`config.mk`:
```
export PLATFORM = sky130hd
export DESIGN_NAME = apb_regfile_completer
export DESIGN_NICKNAME = d
export VERILOG_FILES = /design/src/rtl/apb_regfile_completer.sv
export SDC_FILE = /design/constraint.sdc
export NUM_CORES = 1
export LEC_CHECK = 0
export ABC_AREA = 1
export ABC_CLOCK_PERIOD_IN_PS = 4700
export CAP_MARGIN = 5
export CORE_UTILIZATION = 30
export CTS_CLUSTER_SIZE = 12
export DETAILED_ROUTE_END_ITERATION = 10
export HOLD_SLACK_MARGIN = 0.02
export SLEW_MARGIN = 30
export SYNTH_ARGS = -nofsm -noshare
export SYNTH_HDL_FRONTEND = slang
export SYNTH_SLANG_ARGS = --single-unit
```
`constraint.sdc`:
```
create_clock -name clk -period 4.7 [get_ports clk]
set_input_delay 0.705 -clock clk [delete_from_list [all_inputs] [get_ports clk]]
set_output_delay 0.705 -clock clk [all_outputs]
set_load 0.02 [all_outputs]
```
`src/rtl/apb_regfile_completer.sv`:
```
// APB4 completer with an 8 x 32-bit register file, programmable wait states and
// pslverr on misaligned, non-secure-to-secure and read-only accesses.
//
// state  | meaning
// IDLE   | waiting for a setup phase (psel=1, penable=0)
// ACCESS | request latched, counting down wait states
// DONE   | pready pulse; write commits at the end of this cycle
module apb_regfile_completer #(
   parameter int          WAIT_STATES = 0,
   parameter logic [31:0] ID_VALUE    = 32'hA9B0_0001
) (
   input  logic        clk,
   input  logic        resetn,
   input  logic        pwrite,
   input  logic [4:0]  addr,
   input  logic        psel,
   input  logic        penable,
   input  logic [3:0]  pstrobe,
   input  logic [2:0]  prot,
   input  logic [31:0] pwdata,
   output logic        pready,
   output logic        pslverr,
   output logic [31:0] prdata
);

   typedef enum logic [1:0] {
      IDLE   = 2'd0,
      ACCESS = 2'd1,
      DONE   = 2'd2
   } state_t;

   localparam logic [3:0] WAIT_INIT = 4'(WAIT_STATES);

   state_t      state_q, state_d;
   logic [3:0]  cnt_q, cnt_d;
   logic        pwrite_q, pwrite_d;
   logic [4:0]  addr_q, addr_d;
   logic [3:0]  strb_q, strb_d;
   logic        prot_ns_q, prot_ns_d;
   logic [31:0] wdata_q, wdata_d;
   logic        pready_q, pready_d;
   logic        pslverr_q, pslverr_d;
   logic [31:0] prdata_q, prdata_d;
   logic [31:0] regs_q [0:6];
   logic [31:0] regs_d [0:6];

   logic [2:0]  idx;
   logic        err_misal, err_sec, err_ro, acc_err;
   logic [31:0] rd_val;
   logic        unused_prot;

   // only prot[1] (non-secure) participates in access control
   assign unused_prot = ^{prot[2], prot[0]};

   assign idx       = addr_q[4:2];
   assign err_misal = (addr_q[1:0] != 2'b00);
   assign err_sec   = (idx == 3'd6) && prot_ns_q;
   assign err_ro    = (idx == 3'd7) && pwrite_q;
   assign acc_err   = err_misal || err_sec || err_ro;

   always_comb begin
      rd_val = 32'h0;
      if (idx == 3'd7) begin
         rd_val = ID_VALUE;
      end else begin
         rd_val = regs_q[idx];
      end
   end

   always_comb begin
      state_d   = state_q;
      cnt_d     = cnt_q;
      pwrite_d  = pwrite_q;
      addr_d    = addr_q;
      strb_d    = strb_q;
      prot_ns_d = prot_ns_q;
      wdata_d   = wdata_q;
      pready_d  = 1'b0;
      pslverr_d = 1'b0;
      prdata_d  = 32'h0;
      regs_d    = regs_q;

      case (state_q)
         IDLE: begin
            if (psel && !penable) begin
               pwrite_d  = pwrite;
               addr_d    = addr;
               strb_d    = pstrobe;
               prot_ns_d = prot[1];
               wdata_d   = pwdata;
               cnt_d     = WAIT_INIT;
               state_d   = ACCESS;
            end
         end
         ACCESS: begin
            if (!(psel && penable)) begin
               state_d = IDLE;
            end else if (cnt_q != 4'd0) begin
               cnt_d = cnt_q - 4'd1;
            end else begin
               pready_d  = 1'b1;
               pslverr_d = acc_err;
               prdata_d  = (!pwrite_q && !acc_err) ? rd_val : 32'h0;
               state_d   = DONE;
            end
         end
         DONE: begin
            state_d = IDLE;
            // an errored write never reaches here with pslverr_q low, so idx is 0..6
            if (pwrite_q && !pslverr_q) begin
               for (int b = 0; b < 4; b++) begin
                  if (strb_q[b]) begin
                     regs_d[idx][8*b +: 8] = wdata_q[8*b +: 8];
                  end
               end
            end
         end
         default: begin
            state_d = IDLE;
         end
      endcase
   end

   always_ff @(posedge clk or negedge resetn) begin
      if (!resetn) begin
         state_q   <= IDLE;
         cnt_q     <= 4'd0;
         pwrite_q  <= 1'b0;
         addr_q    <= 5'd0;
         strb_q    <= 4'd0;
         prot_ns_q <= 1'b0;
         wdata_q   <= 32'h0;
         pready_q  <= 1'b0;
         pslverr_q <= 1'b0;
         prdata_q  <= 32'h0;
         for (int i = 0; i < 7; i++) begin
            regs_q[i] <= 32'h0;
         end
      end else begin
         state_q   <= state_d;
         cnt_q     <= cnt_d;
         pwrite_q  <= pwrite_d;
         addr_q    <= addr_d;
         strb_q    <= strb_d;
         prot_ns_q <= prot_ns_d;
         wdata_q   <= wdata_d;
         pready_q  <= pready_d;
         pslverr_q <= pslverr_d;
         prdata_q  <= prdata_d;
         for (int i = 0; i < 7; i++) begin
            regs_q[i] <= regs_d[i];
         end
      end
   end

   assign pready  = pready_q;
   assign pslverr = pslverr_q;
   assign prdata  = prdata_q;

endmodule

```
-- After elaboration in Yosys (flattened, before gate mapping)
Cells that the tools add are included.
- register bits: 307
- input port bits: 49
- word-level logic and storage cells: 94
- add/subtract/negate cells: 1
- order comparisons: 2
- equality and inequality tests: 8
- multiplexer cells: 44
- bitwise logic cells: 1
- reductions and logical operators: 21
- operator list (kind ; count):
    $mux W224 ; 10
    $bwmux W224 ; 4
    $demux W32 S3 ; 4
    $mux W32 ; 8
    $bmux W32 S3 ; 1
    $mux W24 ; 1
    $mux W16 ; 1
    $mux W4 ; 3
    $mux W8 ; 1
    $pmux W4 S2 ; 1
    $logic_and A1 B1 Y1 ; 7
    $eq A3 B3 Y1 const B ; 2
    $mux W1 ; 6
    $mux W2 ; 3
    $ne A2 B2 Y1 const B ; 3
    $reduce_and A2 Y1 ; 3
    $ge A4 B4 Y1 const B ; 1
    $logic_not A1 Y1 ; 4
    $lt A4 B1 Y1 const B ; 1
    $not A3 Y4 ; 1
    $pmux W2 S2 ; 1
    $reduce_and A4 Y1 ; 1
    $reduce_bool A2 Y1 ; 2
    $reduce_bool A4 Y1 ; 1
    6 further kinds ; 7

-- Depth between registers and ports, before layout
- depth after elaboration: 19
- mapped depth: 10
- depth with buffers taken out: 9

-- Worst setup path after synthesis
OpenSTA, ideal clock, no wires.
- kind: input-to-reg
- start: input port psel
- end: register wdata_q[12]
- setup time: 0.133 ns
- data arrival time: 1.518 ns
- data required time: 4.567 ns
- path slack: 3.050 ns
- cell stages on the path: 7
- path through: inv_1 nor2_1 nand3_1 inv_1 buf_2 clkbuf_1 o21ai_0
- longest elaborated chain between the ends: 2
- ends and longest elaborated chain (what ; RTL line ; RTL):
    start, declared ; 16 ; input logic psel,
    $logic_and A1 B1 Y1 ; 85 ; if (psel && !penable) begin
    $reduce_and A2 Y1 (no source line) ; -- ;
    end signal, assigned ; 146 ; wdata_q <= wdata_d;
    end, declared ; 40 ; logic [31:0] wdata_q, wdata_d;
Every way passes these cells.
A chain may end at the register's enable or synchronous reset.

-- Worst setup path after layout
- start: register addr_q[2]
- end: register regs_q[107] (netlist name)
- longest elaborated chain between the ends: 16
- elaborated cells on any way between the ends: 23
- ends and longest elaborated chain (what ; RTL line ; RTL):
    start, declared ; 37 ; logic [4:0] addr_q, addr_d;
    start signal, assigned ; 143 ; addr_q <= addr_d;
    $not A3 Y4 (implied by the code) * ; 113 ; regs_d[idx][8*b +: 8] = wdata_q[8*b +: 8];
    parallel branches: the longest is 14 deep, another holds $ge A4 B4 Y1 ; -- ;
    $mux W224 * ; 112 ; if (strb_q[b]) begin
    end signal, assigned by index ; 151 ; regs_q[i] <= regs_d[i];
    end, declared ; 44 ; logic [31:0] regs_q [0:6];
Every way passes the cells marked *. The select of a mux whose other input is x is not followed.

==> reports/results.txt <==
# IOs: 83
Remaining Overflow, GRT: 0
Yosys warns: 0
Clk buf depth: 3
Pin count of the biggest net entering global routing: 109
HP Class: primary input to async pin
First-pass GRT wire length: 56200 um
Placed cell count: 2184
RSZ-0062 raised after global routing: false
Worst path max stage delay: 0.70 ns
Chip height: 211 um
Area of the multi-input gates: 4690 um2
Maximum vdd drop: 0.216 mV
Most used cell, CP: nand2_1
Post-synthesis cell count: 1573
Netlist cell types: 28
Vias per inst: 4.62
CP Data Arrival Time: 3.09 ns
Leak pwr: 7.21 nW
Slew headroom: 0.377
Seq/Total Area, Yosys: 0.586
Layout cell share with drive strength beyond 1: 0.0615
H-Tree Depth: 2
Layout area overhead: 19.1%
Nets@finish: 1686
Design Power: 6.59 mW
Register area: 7680 um2
Reg-to-reg startpoint: addr_q[2]
Antenna cells: 0
Final Wtd Congestion: 0.786
Wire per inst: 15.5 um
Num CTS Buffers: 35
Final Hold Vio Count: 0
Final WL: 34700 um
DP HPWL: 21900 um
PD cells: 422 nW/um2
Starting Density: 0.304
Startpoint Class: register
Status: finished, final reports clean
Worst path cell trace: buf_4, nand2_4, nor2_4, nand2_1, nand2_1, o21ai_0
Mapped Area: 13100 um2
Port Buf Inserts: 80
Die area: 44500 um2
# setup viols final: 0
Crit path buf inv count: 1
# resized after CTS: 0
Fmax: 368 MHz
CTS tree: yes
WHS: 0.255 ns
Antenna-violating nets left: 0
Layout Cells excl Fill: 2244
DRT Pass-1 Iters: 6
Final slew viol count: 0
Syn avg cell area: 8.33 um2
Yosys reg bits: 307
Initial antenna violation count: 0
Drt drc: 0
Clk root buf: clkbuf_16
Setup Skew: 0.0229 ns
Syn_nets: 1623
# rows: 76
Final worst-path cycle share: 0.579
DR iter-0 viols: 822
Setup bufs post-CTS: 0
Critical Path End Type: register
CP startpoint: addr_q[2]
Peak fanout along the critical path: 37
Core area: 43100 um2
Number of global-route vias before repair: 9985
Commonest cells after routing, fill and taps aside: nand2_1 (610), dfrtp_1 (306), o21ai_0 (238)
CTS Hold Bufs: 0
Worst skew pair latency: 0.53 ns
Minimum clock period: 2.72 ns
Critical path class: register to register
Worst path slowest cell: nor2_4
Gr usage total: 0.161
Worst EP required: 5.07 ns
Top delay family on crit path: simple AND/OR/NAND/NOR gates
Worst-Margin Slew: 0.932 ns
Filler instances: 4405
Most common cell after layout, fill and taps aside: nand2_1
Die width: 211 um
Reg clk slew, reported paths: 0.06 ns
Final setup TNS: 0 ns
Max cap viols: 0
# clock sinks: 307
Via count of the routed design: 10376
-- routing by layer --
metal	wire (um)	GRT usage	vias up	share of wire
met1	16400	0.230	4914	0.47
li1	-	-	5102	-
met5	0	0	-	0
met2	15600	0.251	301	0.45
met3	1950	0.0265	59	0.056
met4	791	0.0470	0	0.023
-- worst reg2reg max path, stage by stage (launching register included) --
cell,delay (ns)
dfrtp_2,0.37
buf_4,0.46
nand2_4,0.18
nor2_4,0.70
nand2_1,0.57
nand2_1,0.18
o21ai_0,0.10
-- through the flow --
stage / cell area [um2] / utilization / setup WS, ns
after global routing: 15600 / 0.362 / 1.78
after detailed placement: 14500 / 0.336 / 1.95
after CTS: 15600 / 0.362 / 2.00
after global placement: 14500 / 0.336 / 1.97
final: 15600 / 0.362 / 1.98
after floorplan: 13100 / - / 3.05
-- flip-flops by register name, indices dropped and copies added (netlist names), 2 cells and up --
signal / count
addr_q: 5
cnt_q: 4
prdata: 32
regs_q: 224
state_q: 2
strb_q: 4
wdata_q: 32
-- worst paths after layout --
path / to / cells past startpoint / slack (ns)
worst max-delay path: regs_q[107] / 6 / 1.98
worst min-delay path: regs_q[211] / 1 / 0.25
worst max register to register: regs_q[107] / 6 / 1.98
worst min register to register: cnt_q[0] / 1 / 0.47
max in group asynchronous: prdata[8] / 2 / 3.38
min in group clk: cnt_q[0] / 1 / 0.47
-- power by group --
group	total, mW	switching, mW	internal [mW]	leakage, nW
combinational	0.993	0.753	0.240	2.43
clock	2.70	1.06	1.64	0.569
sequential	2.90	0.0812	2.82	4.21
-- Yosys cell counts (all sizes together) --
| cell | count | area, um2 |
|---|---|---|
| o211ai | 4 | 30.0 |
| nand2 | 620 | 2360 |
| buf | 50 | 258 |
| xnor2 | 1 | 8.76 |
| nor2 | 98 | 420 |
| clkbuf | 21 | 78.8 |
| inv | 107 | 402 |
| or2 | 1 | 6.26 |
| a21oi | 9 | 48.8 |
| dfrtp | 307 | 7680 |
| o22ai | 2 | 12.5 |
| ha | 1 | 12.5 |
| nand3 | 69 | 350 |
| o21ai | 273 | 1370 |
| nand4 | 8 | 62.6 |
| nor3 | 2 | 10.0 |
-- area by class of cell --
type	instances	area share
inverter	107	0.0257
sequential	307	0.492
multi-input combinational	1088	0.301
clock buffer	51	0.0665
clock inverter	9	0.00706
tap	585	0.0469
timing repair buffer	97	0.0606
-- cell families after synthesis --
group                      share of synthesized area
DFF                                            0.586
buffers and inverters                         0.0563
and+or+nand+nor                                0.245
AOI/OAI and AO/OA                              0.111
xor gates and xnor gates                    0.000668
adders and majority gates                   0.000955
(Power assumes the default switching activity.)
